`src/rtl/fft2d_bfly_sched_pkg.sv`:
```
// Shared definitions for the radix-2x2 2-D FFT butterfly scheduler:
// FSM encoding, latency defaults, datapath bus widths and a small sizing helper.
package fft2d_bfly_sched_pkg;

  typedef enum logic [1:0] {
    ST_IDLE  = 2'd0,
    ST_ISSUE = 2'd1,
    ST_DRAIN = 2'd2,
    ST_DONE  = 2'd3
  } sched_state_e;

  localparam int unsigned LOG2N_DEF  = 3;
  localparam int unsigned RD_LAT_DEF = 1;
  localparam int unsigned BF_LAT_DEF = 1;

  // Butterfly bus: four complex corners of SAMPLE_W-bit I/Q each.
  localparam int unsigned SAMPLE_W  = 16;
  localparam int unsigned IN_BUS_W  = 4 * 2 * SAMPLE_W;
  localparam int unsigned OUT_BUS_W = IN_BUS_W;

  // Bits needed to count 0..v, never less than one.
  function automatic int unsigned cnt_w(input int unsigned v);
    if (v < 32'd2) begin
      return 1;
    end else begin
      return $clog2(v + 32'd1);
    end
  endfunction

endpackage

```
`src/rtl/fft2d_bfly_sched_pair_addr.sv`:
```
// Row or column index generator: inserts a 0 at bit log2(h) of the quad
// counter (h = N >> (s+1)) to form the base index and its +h partner.
module fft2d_pair_addr #(
  parameter int unsigned LOG2N = 3,
  parameter int unsigned KW    = 2
) (
  input  logic [KW-1:0]    k,
  input  logic [LOG2N-1:0] s,
  output logic [LOG2N-1:0] base_idx,
  output logic [LOG2N-1:0] pair_idx
);

  localparam logic [LOG2N-1:0] ONE     = LOG2N'(1);
  localparam logic [LOG2N-1:0] TOP_POS = LOG2N'(LOG2N - 1);

  logic [LOG2N-1:0] kx_s;
  logic [LOG2N-1:0] h_s;
  logic [LOG2N-1:0] low_mask_s;

  // Split k around the butterfly span bit and open a zero gap there.
  always_comb begin
    kx_s       = LOG2N'(k);
    h_s        = ONE << (TOP_POS - s);
    low_mask_s = h_s - ONE;
    base_idx   = ((kx_s & ~low_mask_s) << 1'b1) | (kx_s & low_mask_s);
    pair_idx   = base_idx | h_s;
  end

endmodule

```
`src/rtl/fft2d_bfly_sched.sv`:
```
// Stage-by-stage quad issue controller for the in-place 2-D radix-2x2 FFT,
// with a write-back delay line aligned to the butterfly output.
module fft2d_bfly_sched
  import fft2d_bfly_sched_pkg::*;
#(
  parameter int unsigned LOG2N  = LOG2N_DEF,
  parameter int unsigned ADDR_W = 2 * LOG2N,
  parameter int unsigned RD_LAT = RD_LAT_DEF,
  parameter int unsigned BF_LAT = BF_LAT_DEF
) (
  input  logic              clk,
  input  logic              rst,
  input  logic              start,
  input  logic              hold,
  output logic              busy,
  output logic              done,
  output logic [LOG2N-1:0]  stage,
  output logic              rd_en,
  output logic [ADDR_W-1:0] rd_addr_1_1,
  output logic [ADDR_W-1:0] rd_addr_1_2,
  output logic [ADDR_W-1:0] rd_addr_2_1,
  output logic [ADDR_W-1:0] rd_addr_2_2,
  output logic              wr_en,
  output logic [ADDR_W-1:0] wr_addr_1_1,
  output logic [ADDR_W-1:0] wr_addr_1_2,
  output logic [ADDR_W-1:0] wr_addr_2_1,
  output logic [ADDR_W-1:0] wr_addr_2_2
);

  // For LOG2N=1 the quad counters collapse to a single always-zero bit.
  localparam int unsigned KW     = (LOG2N > 1) ? (LOG2N - 1) : 1;
  localparam int unsigned DLY    = RD_LAT + BF_LAT;
  localparam int unsigned DCW    = cnt_w(DLY);
  localparam int unsigned LINE_W = 4 * ADDR_W + 1;

  localparam logic [KW-1:0]    QMAX       = KW'((32'd1 << (LOG2N - 1)) - 32'd1);
  localparam logic [LOG2N-1:0] LAST_STAGE = LOG2N'(LOG2N - 1);
  localparam logic [DCW-1:0]   DRAIN_LAST = DCW'(DLY - 1);

  sched_state_e     state_r, state_n_s;
  logic [LOG2N-1:0] stage_r, stage_n_s;
  logic [KW-1:0]    kr_r, kr_n_s;
  logic [KW-1:0]    kc_r, kc_n_s;
  logic [DCW-1:0]   drain_r, drain_n_s;
  logic [LINE_W-1:0] line_r [DLY];

  logic             issue_s;
  logic [LOG2N-1:0] r_base_s, r_pair_s, c_base_s, c_pair_s;
  logic [ADDR_W-1:0] a11_s, a12_s, a21_s, a22_s;

  fft2d_pair_addr #(.LOG2N(LOG2N), .KW(KW)) u_row (
    .k        (kr_r),
    .s        (stage_r),
    .base_idx (r_base_s),
    .pair_idx (r_pair_s)
  );

  fft2d_pair_addr #(.LOG2N(LOG2N), .KW(KW)) u_col (
    .k        (kc_r),
    .s        (stage_r),
    .base_idx (c_base_s),
    .pair_idx (c_pair_s)
  );

  // FSM and counter state registers.
  always_ff @(posedge clk or posedge rst) begin
    if (rst) begin
      state_r <= ST_IDLE;
      stage_r <= {LOG2N{1'b0}};
      kr_r    <= {KW{1'b0}};
      kc_r    <= {KW{1'b0}};
      drain_r <= {DCW{1'b0}};
    end else begin
      state_r <= state_n_s;
      stage_r <= stage_n_s;
      kr_r    <= kr_n_s;
      kc_r    <= kc_n_s;
      drain_r <= drain_n_s;
    end
  end

  // Next-state: quad walk with kc innermost, fixed-length drain between stages.
  always_comb begin
    state_n_s = state_r;
    stage_n_s = stage_r;
    kr_n_s    = kr_r;
    kc_n_s    = kc_r;
    drain_n_s = drain_r;
    case (state_r)
      ST_IDLE: begin
        if (start) begin
          state_n_s = ST_ISSUE;
          stage_n_s = {LOG2N{1'b0}};
          kr_n_s    = {KW{1'b0}};
          kc_n_s    = {KW{1'b0}};
          drain_n_s = {DCW{1'b0}};
        end else begin
          state_n_s = ST_IDLE;
        end
      end
      ST_ISSUE: begin
        if (!hold) begin
          if (kc_r == QMAX) begin
            kc_n_s = {KW{1'b0}};
            if (kr_r == QMAX) begin
              kr_n_s    = {KW{1'b0}};
              drain_n_s = {DCW{1'b0}};
              state_n_s = ST_DRAIN;
            end else begin
              kr_n_s = kr_r + 1'b1;
            end
          end else begin
            kc_n_s = kc_r + 1'b1;
          end
        end else begin
          state_n_s = ST_ISSUE;
        end
      end
      ST_DRAIN: begin
        if (drain_r == DRAIN_LAST) begin
          drain_n_s = {DCW{1'b0}};
          if (stage_r == LAST_STAGE) begin
            state_n_s = ST_DONE;
          end else begin
            state_n_s = ST_ISSUE;
            stage_n_s = stage_r + 1'b1;
          end
        end else begin
          drain_n_s = drain_r + 1'b1;
        end
      end
      ST_DONE: begin
        state_n_s = ST_IDLE;
        stage_n_s = {LOG2N{1'b0}};
      end
      default: begin
        state_n_s = ST_IDLE;
        stage_n_s = {LOG2N{1'b0}};
        kr_n_s    = {KW{1'b0}};
        kc_n_s    = {KW{1'b0}};
        drain_n_s = {DCW{1'b0}};
      end
    endcase
  end

  // Read strobe and corner addresses; addresses held at zero when not issuing.
  always_comb begin
    issue_s = 1'b0;
    a11_s   = {ADDR_W{1'b0}};
    a12_s   = {ADDR_W{1'b0}};
    a21_s   = {ADDR_W{1'b0}};
    a22_s   = {ADDR_W{1'b0}};
    if ((state_r == ST_ISSUE) && !hold) begin
      issue_s = 1'b1;
      a11_s   = {r_base_s, c_base_s};
      a12_s   = {r_base_s, c_pair_s};
      a21_s   = {r_pair_s, c_base_s};
      a22_s   = {r_pair_s, c_pair_s};
    end else begin
      issue_s = 1'b0;
    end
  end

  // Write-back delay line: the issued quad reappears RD_LAT+BF_LAT cycles later.
  always_ff @(posedge clk or posedge rst) begin
    if (rst) begin
      for (int i = 0; i < DLY; i++) begin
        line_r[i] <= {LINE_W{1'b0}};
      end
    end else begin
      line_r[0] <= {issue_s, a11_s, a12_s, a21_s, a22_s};
      for (int i = 1; i < DLY; i++) begin
        line_r[i] <= line_r[i-1];
      end
    end
  end

  assign busy        = (state_r == ST_ISSUE) || (state_r == ST_DRAIN);
  assign done        = (state_r == ST_DONE);
  assign stage       = stage_r;
  assign rd_en       = issue_s;
  assign rd_addr_1_1 = a11_s;
  assign rd_addr_1_2 = a12_s;
  assign rd_addr_2_1 = a21_s;
  assign rd_addr_2_2 = a22_s;
  assign {wr_en, wr_addr_1_1, wr_addr_1_2, wr_addr_2_1, wr_addr_2_2} = line_r[DLY-1];

endmodule

```
`config.mk`:
```
export PLATFORM = sky130hd
export DESIGN_NAME = fft2d_bfly_sched
export DESIGN_NICKNAME = d
export VERILOG_FILES = /design/src/rtl/fft2d_bfly_sched_pkg.sv /design/src/rtl/fft2d_bfly_sched_pair_addr.sv /design/src/rtl/fft2d_bfly_sched.sv
export SDC_FILE = /design/constraint.sdc
export NUM_CORES = 1
export LEC_CHECK = 0
export ABC_AREA = 0
export CORE_MARGIN = 1
export CORE_UTILIZATION = 30
export DETAILED_ROUTE_END_ITERATION = 6
export GPL_TIMING_DRIVEN = 1
export SLEW_MARGIN = 10
export SYNTH_ARGS = -nofsm -noshare
export SYNTH_HDL_FRONTEND = slang
export SYNTH_HIERARCHICAL = 1
export SYNTH_SLANG_ARGS = --single-unit
```
`constraint.sdc`:
```
create_clock -name clk -period 1.8 [get_ports clk]
set_clock_uncertainty 0.15 [all_clocks]
set_input_delay 0.36 -clock clk [delete_from_list [all_inputs] [get_ports clk]]
set_output_delay 0.36 -clock clk [all_outputs]
set_load 0.05 [all_outputs]
```
## After elaboration in Yosys (flattened, before gate mapping)

Index checks and enable logic that the tools add are counted.

- Word-level logic and storage cells: 79
- Register bits: 61

- $add $sub $neg: 6
- Bitwise operators: 9
- Mux-type cells: 29
- Equal/unequal tests: 15
- Shift-type cells: 1
- Reduce and logical (&&, ||, !) cells: 12

Operator list:

| kind | number |
|---|---|
| 2-bit 2-to-1 mux | 15 |
| 6-bit 2-to-1 mux | 4 |
| 2-bit inequality test (second input constant) | 6 |
| 3-bit OR | 4 |
| 3-bit 2-to-1 mux | 3 |
| 3-bit case mux with 3 select lines | 1 |
| 2-bit == test (second input constant) | 4 |
| 2-bit case mux with 2 select lines | 2 |
| 2-bit case mux with 4 select lines | 1 |
| 4-bit AND reduction | 2 |
| 2-bit by 1-bit adder with 2-bit output (second input constant) | 3 |
| 2-bit by 3-bit bitwise AND with 3-bit output | 2 |
| 3-bit inequality test (second input constant) | 2 |
| 2-bit case mux with 3 select lines | 1 |
| 3-bit AND reduction | 2 |
| 3-bit nonzero test | 2 |
| 5-bit AND reduction | 1 |
| 2-bit bitwise AND | 2 |
| 2-bit by 1-bit == test with 1-bit output (second input constant) | 2 |
| 3-bit by 1-bit adder with 3-bit output (second input constant) | 1 |
| 3-bit by 2-bit == test with 1-bit output (second input constant) | 1 |
| 1-bit by 3-bit << shifter with 3-bit output (first input constant) | 1 |
| 2-bit by 3-bit subtractor with 3-bit output (first input constant) | 1 |
| 3-bit by 1-bit subtractor with 3-bit output (second input constant) | 1 |
| other kinds (7) | 8 |

## Depth between registers and ports, before layout

Gate-level depths: netlist of run 1.

- Depth after elaboration: 8
- Mapped depth: 7

## Modules after synthesis

Netlist of run 1, hierarchy kept.

By module, submodules not included:

| module | times used | area each (um^2) | cells each |
|---|---|---|---|
| fft2d_bfly_sched | 1 | 1,739.2 | 150 |
| fft2d_pair_addr | 2 | 123.9 | 18 |

## Least setup slack after synthesis of run 1

OpenSTA, ideal clock, no wires.

- Kind: flip-flop to output port
- Start point: reg state_r[1]
- End point: out rd_addr_2_1[2]
- Slack: -1.028 ns
- Stages on the path, launching flop included: 7
- Arrival: 2.318 ns
- Data required time: 1.290 ns
- Path buffers: 2
- Path through: dfrtp_1 -> inv_1 -> ha_1 -> nor2b_1 -> clkbuf_1 -> and2_1 -> buf_4

- Word-level cells in the longest chain between the ends: 3

RTL lines:

| what | RTL line | text |
|---|---|---|
| start: declaration | fft2d_bfly_sched.sv:40 | `sched_state_e state_r, state_n_s;` |
| start signal: assignment | fft2d_bfly_sched.sv:74 | `state_r <= state_n_s;` |
| 2-bit by 1-bit == test with 1-bit output | fft2d_bfly_sched.sv:153 | `if ((state_r == ST_ISSUE) && !hold) begin` |
| 1-bit logical AND | fft2d_bfly_sched.sv:153 |  |
| 6-bit 2-to-1 mux | fft2d_bfly_sched.sv:153 |  |
| end: declaration | fft2d_bfly_sched.sv:21 | `output logic [ADDR_W-1:0] rd_addr_2_1,` |

No other way between the ends.

## Final worst setup path of run 1

- Start point: reg stage_r[0], in the netlist stage[0]
- End point: out rd_addr_1_1[1]

- Word-level cells in the longest chain between the ends: 7
- Elaborated cells on any way between the ends: 8
- Classes of those cells: add/sub (2); shift (1); mux (1); bitwise (4)

RTL lines:

| what | RTL line | text |
|---|---|---|
| start: declaration | fft2d_bfly_sched.sv:41 | `logic [LOG2N-1:0] stage_r, stage_n_s;` |
| start signal: assignment | fft2d_bfly_sched.sv:69 | `stage_r <= {LOG2N{1'b0}};` |
| start signal: assignment | fft2d_bfly_sched.sv:75 | `stage_r <= stage_n_s;` |
| 2-bit by 3-bit subtractor with 3-bit output * | fft2d_bfly_sched_pair_addr.sv:23 | `h_s = ONE << (TOP_POS - s);` |
| 1-bit by 3-bit << shifter with 3-bit output * | fft2d_bfly_sched_pair_addr.sv:23 |  |
| 3-bit by 1-bit subtractor with 3-bit output * | fft2d_bfly_sched_pair_addr.sv:24 | `low_mask_s = h_s - ONE;` |
| 2-bit NOT | fft2d_bfly_sched_pair_addr.sv:25 | `base_idx = ((kx_s & ~low_mask_s) << 1'b1) \| (kx_s & low_mask_s);` |
| 2-bit bitwise AND | fft2d_bfly_sched_pair_addr.sv:25 |  |
| 3-bit OR * | fft2d_bfly_sched_pair_addr.sv:25 |  |
| via c_base_s[1] | fft2d_bfly_sched.sv:48 | `logic [LOG2N-1:0] r_base_s, r_pair_s, c_base_s, c_pair_s;` |
| 6-bit 2-to-1 mux * | fft2d_bfly_sched.sv:153 |  |
| end: declaration | fft2d_bfly_sched.sv:19 | `output logic [ADDR_W-1:0] rd_addr_1_1,` |

The timed path passes the listed nets; every way through them passes the cells marked *.

==> results of run 1 <==
==> registers in the layout, indices dropped and copies added (netlist names), 2 cells and up <==
signal       flops
state_r          2
stage            3
wr_addr_2_1      3
drain_r          2
line_r          13
kc_r             2
wr_addr_1_2      2
wr_addr_1_1      6
kr_r             2
==> per-layer routing <==
metal / routed length, µm / vias up / track usage [%]
met1: 1730 / 711 / 14.2
met5: 0 / - / 0
met2: 2090 / 42 / 20.1
met4: 46 / 0 / 4.23
li1: - / 708 / -
met3: 179 / 6 / 3.08
==> metrics by stage <==
step	hold WS, ns	instance area [µm²]	util, %	setup WS [ns]
global route	0.204	3200	50.1	-0.375
detailed placement	0.186	2810	43.9	-0.308
CTS	0.203	3080	48.2	-0.331
floorplan	0.181	2170	-	-0.207
finish	0.198	3200	50.1	-0.318
global placement	0.183	2810	43.9	-0.311
==> cell families (layout without fill, tap and decap cells) <==
logic type,Yosys count,after routing,synth area share (%)
fa+ha+maj,11,11,6.80
buf+inv,51,108,17.9
compound gates,33,33,11.3
simple gates,48,49,14.2
mux,4,4,2.20
flops,37,37,46.6
xor+xnor,2,2,0.882
==> timing repair <==
action,4_1_cts,5_1_grt
gates resized for setup,12,24
pin swaps,7,4
setup endpoints to repair,28,35
cloned,1,0
setup buffers,10,5
==> worst min path at each step <==
stage	from	end	slack, ns
floorplan	line_r[43]$_DFF_PP0_	wr_addr_1_1[0]$_DFF_PP0_	0.18
global placement	line_r[35]$_DFF_PP0_	wr_addr_2_1[4]$_DFF_PP0_	0.18
detailed placement	line_r[39]$_DFF_PP0_	wr_addr_1_2[2]$_DFF_PP0_	0.19
CTS	line_r[39]$_DFF_PP0_	wr_addr_1_2[2]$_DFF_PP0_	0.20
global route	line_r[46]$_DFF_PP0_	wr_addr_1_1[3]$_DFF_PP0_	0.20
finish	line_r[44]$_DFF_PP0_	wr_addr_1_1[1]$_DFF_PP0_	0.20
==> final cells by class <==
type / instances / area (µm²) / area share [%]
inverter: 8 / 35.0 / 1.10
multi-input combinational: 99 / 895 / 28.0
clock buffer: 6 / 82.6 / 2.58
tap: 77 / 96.3 / 3.01
timing repair buffer: 92 / 1120 / 35.0
sequential: 37 / 933 / 29.2
clock inverter: 2 / 37.5 / 1.17
==> cell usage in the layout, fill, tap and decap left out, types with 6 or more instances in the layout <==
cell type,n
sky130_fd_sc_hd__buf_4,50
sky130_fd_sc_hd__dfrtp_1,31
sky130_fd_sc_hd__buf_6,6
sky130_fd_sc_hd__buf_12,32
sky130_fd_sc_hd__nor2_1,10
sky130_fd_sc_hd__clkbuf_8,6
sky130_fd_sc_hd__and2_4,12
sky130_fd_sc_hd__inv_1,6
sky130_fd_sc_hd__dfrtp_2,6
==> where the power goes <==
part / switching, W / internal (W) / total [W]
combinational: 0.00186 / 0.00162 / 0.00348
clock: 0.000302 / 0.000450 / 0.000752
sequential: 0.000136 / 0.00104 / 0.00118
total: 0.00230 / 0.00311 / 0.00541
==> worst max-delay path, stage by stage (launching register included) <==
cell	delay, ns
sky130_fd_sc_hd__dfrtp_2	0.44
sky130_fd_sc_hd__buf_12	0.14
sky130_fd_sc_hd__nor4bb_4	0.25
sky130_fd_sc_hd__a31oi_1	0.07
sky130_fd_sc_hd__o21ai_1	0.09
sky130_fd_sc_hd__and2_4	0.20
sky130_fd_sc_hd__buf_12	0.14
==> impl_results.html, run 1 <==
<table>
<tr><th>Metric</th><th>Value</th></tr>
<tr><th colspan="2">STA</th></tr>
<tr><td>Setup-failing EPs final</td><td>31</td></tr>
<tr><td>Period utilisation layout</td><td>118%</td></tr>
<tr><td>Slew Limit Fails</td><td>0</td></tr>
<tr><td>Maximum clock frequency</td><td>472 MHz</td></tr>
<tr><td>Worst setup margin</td><td>-0.318 ns</td></tr>
<tr><td>Final critical path time including I/O delays and setup</td><td>2.12 ns</td></tr>
<tr><td>Total negative setup slack</td><td>-7.09 ns</td></tr>
<tr><td>Number of endpoints with negative hold slack in the final report</td><td>0</td></tr>
<tr><td>Worst slew margin relative to its limit</td><td>80.6%</td></tr>
<tr><td>RSZ-0062 raised after global routing</td><td>true</td></tr>
<tr><td>Worst slew pin tran</td><td>0.291 ns</td></tr>
<tr><th colspan="2">Routing</th></tr>
<tr><td>Routed WL per cell</td><td>12.6 µm</td></tr>
<tr><td>Number of optimization iterations in the first detailed-route pass</td><td>4</td></tr>
<tr><td>Routed via count divided by cell count</td><td>4.57</td></tr>
<tr><td>Remaining DRCs</td><td>0</td></tr>
<tr><td>Detailed router's first-iteration violation count</td><td>33</td></tr>
<tr><td>Final antenna-violating net count</td><td>0</td></tr>
<tr><td>Aggregate routed wire length</td><td>4040 µm</td></tr>
<tr><td>Total number of vias</td><td>1467</td></tr>
<tr><th colspan="2">CTS</th></tr>
<tr><td>Clock buffer depth</td><td>2</td></tr>
<tr><td>Worst skew pair latency</td><td>0.29 ns</td></tr>
<tr><td>Clock H-tree levels</td><td>2</td></tr>
<tr><td>Clock root buffer</td><td>sky130_fd_sc_hd__clkbuf_8</td></tr>
<tr><td>TritonCTS buffer count</td><td>5</td></tr>
<tr><td>Clock tree sinks</td><td>37</td></tr>
<tr><td>Hold-fix buffers, CTS</td><td>0</td></tr>
<tr><td>TritonCTS clock tree</td><td>done</td></tr>
<tr><td>Clk pin slew, worst setup/hold paths</td><td>0.08 ns</td></tr>
<tr><th colspan="2">Logic synthesis</th></tr>
<tr><td>Fraction of synthesis flops using an asynchronous set or reset pin</td><td>100%</td></tr>
<tr><td>Area fraction of the dominant cell type after synthesis</td><td>46.6%</td></tr>
<tr><td>Post-synth design cell area</td><td>0.00199 mm²</td></tr>
<tr><td>Number of synthesized flops with an enable pin</td><td>0</td></tr>
<tr><td>Unique masters post-synth</td><td>35</td></tr>
<tr><td>Gate Count Post-Synth</td><td>186</td></tr>
<tr><td>Top cells by area in the synthesized netlist</td><td>sky130_fd_sc_hd__dfrtp_1, sky130_fd_sc_hd__buf_4, sky130_fd_sc_hd__ha_1, sky130_fd_sc_hd__and2_1, sky130_fd_sc_hd__buf_6</td></tr>
<tr><td>Synthesized flop and latch total</td><td>37</td></tr>
<tr><td>Sequential element share of the synthesized area</td><td>46.6%</td></tr>
<tr><td>Synth warnings</td><td>6</td></tr>
<tr><td>List of most frequent post-synthesis cells</td><td>sky130_fd_sc_hd__dfrtp_1, sky130_fd_sc_hd__buf_4, sky130_fd_sc_hd__and2_1</td></tr>
<tr><td>Average cell area after synthesis</td><td>10.7 µm²</td></tr>
<tr><td>Most frequently used flop master after synthesis</td><td>sky130_fd_sc_hd__dfrtp_1</td></tr>
<tr><td>Library cell with the largest summed area after synthesis</td><td>sky130_fd_sc_hd__dfrtp_1</td></tr>
<tr><td>Synth Net Count</td><td>199</td></tr>
<tr><td>Most repeated cell in the gate-level netlist after synthesis</td><td>sky130_fd_sc_hd__dfrtp_1</td></tr>
<tr><th colspan="2">Die</th></tr>
<tr><td>Placement Rows</td><td>29</td></tr>
<tr><td>Placeable core region</td><td>0.00639 mm²</td></tr>
<tr><td>Overall die area</td><td>0.00695 mm²</td></tr>
<tr><td>Initial cell density of the core</td><td>31.1%</td></tr>
<tr><td>I/O pin count</td><td>59</td></tr>
<tr><td>Die extent in y</td><td>83.4 µm</td></tr>
<tr><td>Die width</td><td>83.4 µm</td></tr>
<tr><th colspan="2">Power</th></tr>
<tr><td>Power Total</td><td>0.00541 W</td></tr>
<tr><td>LEAKAGE</td><td>1.50 nW</td></tr>
<tr><td>Worst ir drop on vdd</td><td>0.000911 V</td></tr>
<tr><td>Power per standard cell area</td><td>1690 mW/mm²</td></tr>
<tr><th colspan="2">Critical path</th></tr>
<tr><td>Worst setup path startpoint</td><td>stage[0]$_DFFE_PP0P_</td></tr>
<tr><td>Length in cells of the worst reg-to-reg path</td><td>7</td></tr>
<tr><td>Crit path capture type</td><td>output pin</td></tr>
<tr><td>Launch point of the worst reg-to-reg path</td><td>stage[0]$_DFFE_PP0P_</td></tr>
<tr><td>CP Capture Point</td><td>rd_addr_1_1[1]</td></tr>
<tr><td>Setup slack, reg-to-reg</td><td>-0.15 ns</td></tr>
<tr><td>Worst reg2reg endpoint</td><td>stage[0]$_DFFE_PP0P_</td></tr>
<tr><td>Worst Setup Start Kind</td><td>register</td></tr>
<tr><td>Critical path data arrival time</td><td>1.61 ns</td></tr>
<tr><td>Required time of the critical path</td><td>1.29 ns</td></tr>
<tr><td>Critical path type</td><td>reg2out</td></tr>
<tr><td>Critical path peak fanout</td><td>7</td></tr>
<tr><th colspan="2">Layout</th></tr>
<tr><td>Number of nets in the finished design</td><td>256</td></tr>
<tr><td>Layout cells sized above 1</td><td>58.2%</td></tr>
<tr><td>Fill cell total of the finished layout</td><td>549</td></tr>
<tr><td>Layout overhead on the synthesized area</td><td>61.0%</td></tr>
<tr><td>Final non-filler cell total</td><td>321</td></tr>
<tr><td>Antenna diode count</td><td>0</td></tr>
<tr><th colspan="2">Global route</th></tr>
<tr><td>Wire length of the first global-routing pass</td><td>6500 µm</td></tr>
<tr><td>Antenna violations before repair</td><td>0</td></tr>
<tr><td>GRT Residual Overflow</td><td>0</td></tr>
<tr><td>Via count of the first global-routing pass</td><td>1394</td></tr>
<tr><td>Maximum number of pins on one net before global-route repair</td><td>38</td></tr>
<tr><td>Global Route Usage Sum</td><td>11.7%</td></tr>
<tr><th colspan="2">Place</th></tr>
<tr><td>Final RePlAce weighted congestion</td><td>0.772</td></tr>
<tr><td>Final HPWL from detailed placement</td><td>2720 µm</td></tr>
<tr><td>Buffers added on ports</td><td>58</td></tr>
<tr><td>Count of placed standard cells including taps</td><td>299</td></tr>
<tr><th colspan="2">Min path</th></tr>
<tr><td>Number of stages on the worst hold path</td><td>0</td></tr>
<tr><td>Type of the worst min-delay path</td><td>reg2reg</td></tr>
<tr><th colspan="2">Run status</th></tr>
<tr><td>Violated checks</td><td>setup timing</td></tr>
<tr><td>Status</td><td>finished with violations</td></tr>
<tr><th colspan="2">Job</th></tr>
<tr><td>Maximum capacitance violations</td><td>0</td></tr>
</table>
(Power assumes the default switching activity.)
==> run 2: changes to the inputs <==
--- a/config.mk
+++ b/config.mk
@@ -15,3 +15,4 @@
 export SYNTH_HDL_FRONTEND = slang
 export SYNTH_HIERARCHICAL = 1
 export SYNTH_SLANG_ARGS = --single-unit
+export TNS_END_PERCENT = 50
==> run 2 against run 1 <==
  * The run still ends with setup timing left
  * Register-to-register slack improved by 0.03 ns
  * Via count rose by 0.27%
  * Routed wire length up 4.3%
  * Utilization shrank 0.63 points
  * Flip-flop and latch count did not move
  * Sequential share of layout area rose by 0.29 points
  * Total power increased by 1.8%
  * Final area fell by 1.3%
  * Maximum frequency down 1.1%
  * First-iteration DRC count grew 48%
  * Critical path depth did not move
==> impl_results.html, run 2 (synthesis results as in run 1) <==
<table>
<tr><th>Metric</th><th>Value</th></tr>
<tr><th colspan="2">STA</th></tr>
<tr><td>Slew Limit Fails</td><td>0 (unchanged)</td></tr>
<tr><td>Worst setup margin</td><td>-0.342 ns (-0.0244 ns)</td></tr>
<tr><td>RSZ-0062 raised after global routing</td><td>true</td></tr>
<tr><td>Number of endpoints with negative hold slack in the final report</td><td>0 (unchanged)</td></tr>
<tr><td>Setup-failing EPs final</td><td>30 (-3.2%)</td></tr>
<tr><td>Worst Hold Slack</td><td>0.201 ns (+0.00356 ns)</td></tr>
<tr><td>Final critical path time including I/O delays and setup</td><td>2.14 ns (+0.0244 ns)</td></tr>
<tr><td>Worst slew margin relative to its limit</td><td>81.5% (+0.90 points)</td></tr>
<tr><td>Worst slew pin tran</td><td>0.277 ns (-0.0135 ns)</td></tr>
<tr><td>Period utilisation layout</td><td>119% (+1.4 points)</td></tr>
<tr><td>Maximum clock frequency</td><td>467 MHz (-1.1%)</td></tr>
<tr><th colspan="2">Critical path</th></tr>
<tr><td>CP max stage cell</td><td>sky130_fd_sc_hd__dfrtp_2</td></tr>
<tr><td>Critical path peak fanout</td><td>8 (+1)</td></tr>
<tr><td>Kind of cell adding the most delay to the critical path</td><td>simple AND/OR/NAND/NOR gates</td></tr>
<tr><td>Setup slack, reg-to-reg</td><td>-0.12 ns (+0.03 ns)</td></tr>
<tr><td>CP Depth</td><td>6 (unchanged)</td></tr>
<tr><td>Critical-path cell list</td><td>buf_12, nor4bb_4, a31oi_1, o21ai_1, and2_4, buf_12</td></tr>
<tr><td>Length in cells of the worst reg-to-reg path</td><td>5 (-2)</td></tr>
<tr><td>Worst reg2reg endpoint</td><td>stage[0]$_DFFE_PP0P_</td></tr>
<tr><td>Critical path data arrival time</td><td>1.63 ns (+0.02 ns)</td></tr>
<tr><td>Worst setup path startpoint</td><td>stage[0]$_DFFE_PP0P_</td></tr>
<tr><td>Cell repeated most along the worst path</td><td>sky130_fd_sc_hd__buf_12</td></tr>
<tr><td>Required time of the critical path</td><td>1.29 ns (about the same)</td></tr>
<tr><td>Worst path buffer plus inverter count</td><td>2 (unchanged)</td></tr>
<tr><td>Worst Setup Start Kind</td><td>register</td></tr>
<tr><td>Largest stage delay, worst path</td><td>0.43 ns (about the same)</td></tr>
<tr><td>Critical path type</td><td>reg2out</td></tr>
<tr><td>Launch point of the worst reg-to-reg path</td><td>state_r[0]$_DFFE_PP0P_</td></tr>
<tr><td>CP Capture Point</td><td>rd_addr_1_2[4]</td></tr>
<tr><td>Crit path capture type</td><td>output pin</td></tr>
<tr><th colspan="2">Routing</th></tr>
<tr><td>Routed via count divided by cell count</td><td>4.57 (about the same)</td></tr>
<tr><td>Total number of vias</td><td>1471 (+0.27%)</td></tr>
<tr><td>Metal1 wirelength</td><td>1860 µm (+7.8%)</td></tr>
<tr><td>Aggregate routed wire length</td><td>4210 µm (+4.3%)</td></tr>
<tr><td>Routed WL per cell</td><td>13.1 µm (+4.0%)</td></tr>
<tr><td>Number of optimization iterations in the first detailed-route pass</td><td>4 (unchanged)</td></tr>
<tr><td>Remaining DRCs</td><td>0 (unchanged)</td></tr>
<tr><td>Total met3 wirelength after detailed routing</td><td>255 µm (+42%)</td></tr>
<tr><td>Total length of routed met2 wires</td><td>2050 µm (-1.5%)</td></tr>
<tr><td>Highest metal layer with signal wires</td><td>met4</td></tr>
<tr><td>Final antenna-violating net count</td><td>0 (unchanged)</td></tr>
<tr><td>Detailed router's first-iteration violation count</td><td>49 (+48%)</td></tr>
<tr><th colspan="2">CTS</th></tr>
<tr><td>TritonCTS clock tree</td><td>done</td></tr>
<tr><td>Clk pin slew, worst setup/hold paths</td><td>0.08 ns (about the same)</td></tr>
<tr><td>Clock buffer depth</td><td>2 (unchanged)</td></tr>
<tr><td>Clock tree sinks</td><td>37 (unchanged)</td></tr>
<tr><td>TritonCTS buffer count</td><td>5 (unchanged)</td></tr>
<tr><td>Worst skew pair latency</td><td>0.29 ns (about the same)</td></tr>
<tr><td>Clock root buffer</td><td>sky130_fd_sc_hd__clkbuf_8</td></tr>
<tr><td>Clock H-tree levels</td><td>2 (unchanged)</td></tr>
<tr><th colspan="2">Power</th></tr>
<tr><td>Power Total</td><td>0.00551 W (+1.8%)</td></tr>
<tr><td>LEAKAGE</td><td>1.51 nW (+0.66%)</td></tr>
<tr><td>Power per standard cell area</td><td>1740 mW/mm² (+3.1%)</td></tr>
<tr><td>Worst ir drop on vdd</td><td>0.00103 V (+13%)</td></tr>
<tr><th colspan="2">Global route</th></tr>
<tr><td>Maximum number of pins on one net before global-route repair</td><td>38 (unchanged)</td></tr>
<tr><td>Wire length of the first global-routing pass</td><td>6800 µm (+4.7%)</td></tr>
<tr><td>Antenna violations before repair</td><td>0 (unchanged)</td></tr>
<tr><td>GRT Residual Overflow</td><td>0 (unchanged)</td></tr>
<tr><td>Via count of the first global-routing pass</td><td>1405 (+0.79%)</td></tr>
<tr><td>Global Route Usage Sum</td><td>12.5% (+0.79 points)</td></tr>
<tr><th colspan="2">Layout</th></tr>
<tr><td>Flip-flop count of the largest register after layout</td><td>13 (unchanged)</td></tr>
<tr><td>Antenna diode count</td><td>0 (unchanged)</td></tr>
<tr><td>Number of nets in the finished design</td><td>257 (+0.39%)</td></tr>
<tr><td>Layout cells sized above 1</td><td>55.1% (-3.1 points)</td></tr>
<tr><td>Layout overhead on the synthesized area</td><td>59.0%</td></tr>
<tr><td>Leading cell types in the layout, fill and taps excluded</td><td>sky130_fd_sc_hd__buf_4, sky130_fd_sc_hd__dfrtp_1, sky130_fd_sc_hd__buf_12</td></tr>
<tr><td>Most frequent standard cell in the layout excluding fill and tap cells</td><td>sky130_fd_sc_hd__buf_4</td></tr>
<tr><td>Fill cell total of the finished layout</td><td>579 (+5.5%)</td></tr>
<tr><td>Most flops, register</td><td>line_r</td></tr>
<tr><td>Post-Route Utilization</td><td>49.5% (-0.63 points)</td></tr>
<tr><td>Cell area after layout</td><td>0.00316 mm² (-1.3%)</td></tr>
<tr><th colspan="2">Die</th></tr>
<tr><td>Overall die area</td><td>0.00695 mm² (unchanged)</td></tr>
<tr><td>Placement Rows</td><td>29 (unchanged)</td></tr>
<tr><td>Initial cell density of the core</td><td>31.1% (unchanged)</td></tr>
<tr><td>Die width</td><td>83.4 µm (unchanged)</td></tr>
<tr><td>Placeable core region</td><td>0.00639 mm² (unchanged)</td></tr>
<tr><td>I/O pin count</td><td>59 (unchanged)</td></tr>
<tr><td>Die extent in y</td><td>83.4 µm (unchanged)</td></tr>
<tr><th colspan="2">Place</th></tr>
<tr><td>Final RePlAce weighted congestion</td><td>0.766 (-0.78%)</td></tr>
<tr><td>Final HPWL from detailed placement</td><td>2870 µm (+5.5%)</td></tr>
<tr><td>Buffers added on ports</td><td>58 (unchanged)</td></tr>
<tr><td>Cell area reported after detailed placement</td><td>0.00284 mm² (+1.1%)</td></tr>
<tr><th colspan="2">Run status</th></tr>
<tr><td>Status</td><td>finished with violations</td></tr>
<tr><td>Violated checks</td><td>setup timing</td></tr>
<tr><th colspan="2">Min path</th></tr>
<tr><td>Type of the worst min-delay path</td><td>reg2reg</td></tr>
<tr><th colspan="2">Job</th></tr>
<tr><td>Maximum capacitance violations</td><td>0 (unchanged)</td></tr>
</table>
run 2: cell types whose count changed in the layout (fill, tap and decap cells not counted), sizes merged:
cell / previous run / this run
clkbuf: 7 / 6
buf: 88 / 89
bufinv: 1 / 2
inv: 8 / 9
clkinvlp: 1 / 0
run 2: area by class of cell:
| class | instances | area (µm²) | share of cell area (%) |
|---|---|---|---|
| Inverter | 8 | 30.0 | 0.950 |
| Sequential cell | 37 | 931 | 29.5 |
| Tap cell | 77 | 96.3 | 3.05 |
| Clock buffer | 5 | 68.8 | 2.18 |
| Timing Repair Buffer | 93 | 1110 | 35.2 |
| Multi-Input combinational cell | 99 | 852 | 27.0 |
| Clock inverter | 3 | 68.8 | 2.18 |
run 2: routing by layer:
metal,vias to the layer above,track usage [%]
li1,705,-
met1,706,16.1
met2,56,19.5
met3,4,3.88
met4,0,5.17
met5,-,0
run 2: worst min-delay path by stage:
stage	from	end	slack, ns	cells after the start
final	line_r[47]$_DFF_PP0_	wr_addr_1_1[4]$_DFF_PP0_	0.20	0
after global routing	line_r[46]$_DFF_PP0_	wr_addr_1_1[3]$_DFF_PP0_	0.21	0
after CTS	line_r[47]$_DFF_PP0_	wr_addr_1_1[4]$_DFF_PP0_	0.20	0
after detailed placement	line_r[45]$_DFF_PP0_	wr_addr_1_1[2]$_DFF_PP0_	0.19	0
after global placement	line_r[49]$_DFF_PP0_	wr_en$_DFF_PP0_	0.18	0
after floorplan	line_r[43]$_DFF_PP0_	wr_addr_1_1[0]$_DFF_PP0_	0.18	0
run 2: stage by stage:
| step | worst slack, ns | cells | TNS (ns) |
|---|---|---|---|
| finish | -0.342 | 322 | -7.07 |
| global route | -0.425 | 322 | -9.54 |
| CTS | -0.344 | 316 | -7.43 |
| detailed placement | -0.319 | 304 | -9.43 |
| global placement | -0.284 | 304 | -8.58 |
| floorplan | -0.207 | 186 | -2.31 |
run 2: what timing repair did:
item | CTS | global route
hold buffers | 0 | 0
pin swaps | 4 | 1
gates cloned | 1 | 0
setup buffers | 3 | 6
gates resized for setup | 10 | 13
setup endpoints to repair | 33 | 38
run 2: report_power, final:
part | total, W | switching, W | internal (W)
logic | 0.00347 | 0.00186 | 0.00161
clock network | 0.000868 | 0.000310 | 0.000558
registers | 0.00117 | 0.000135 | 0.00104
total | 0.00551 | 0.00231 | 0.00320
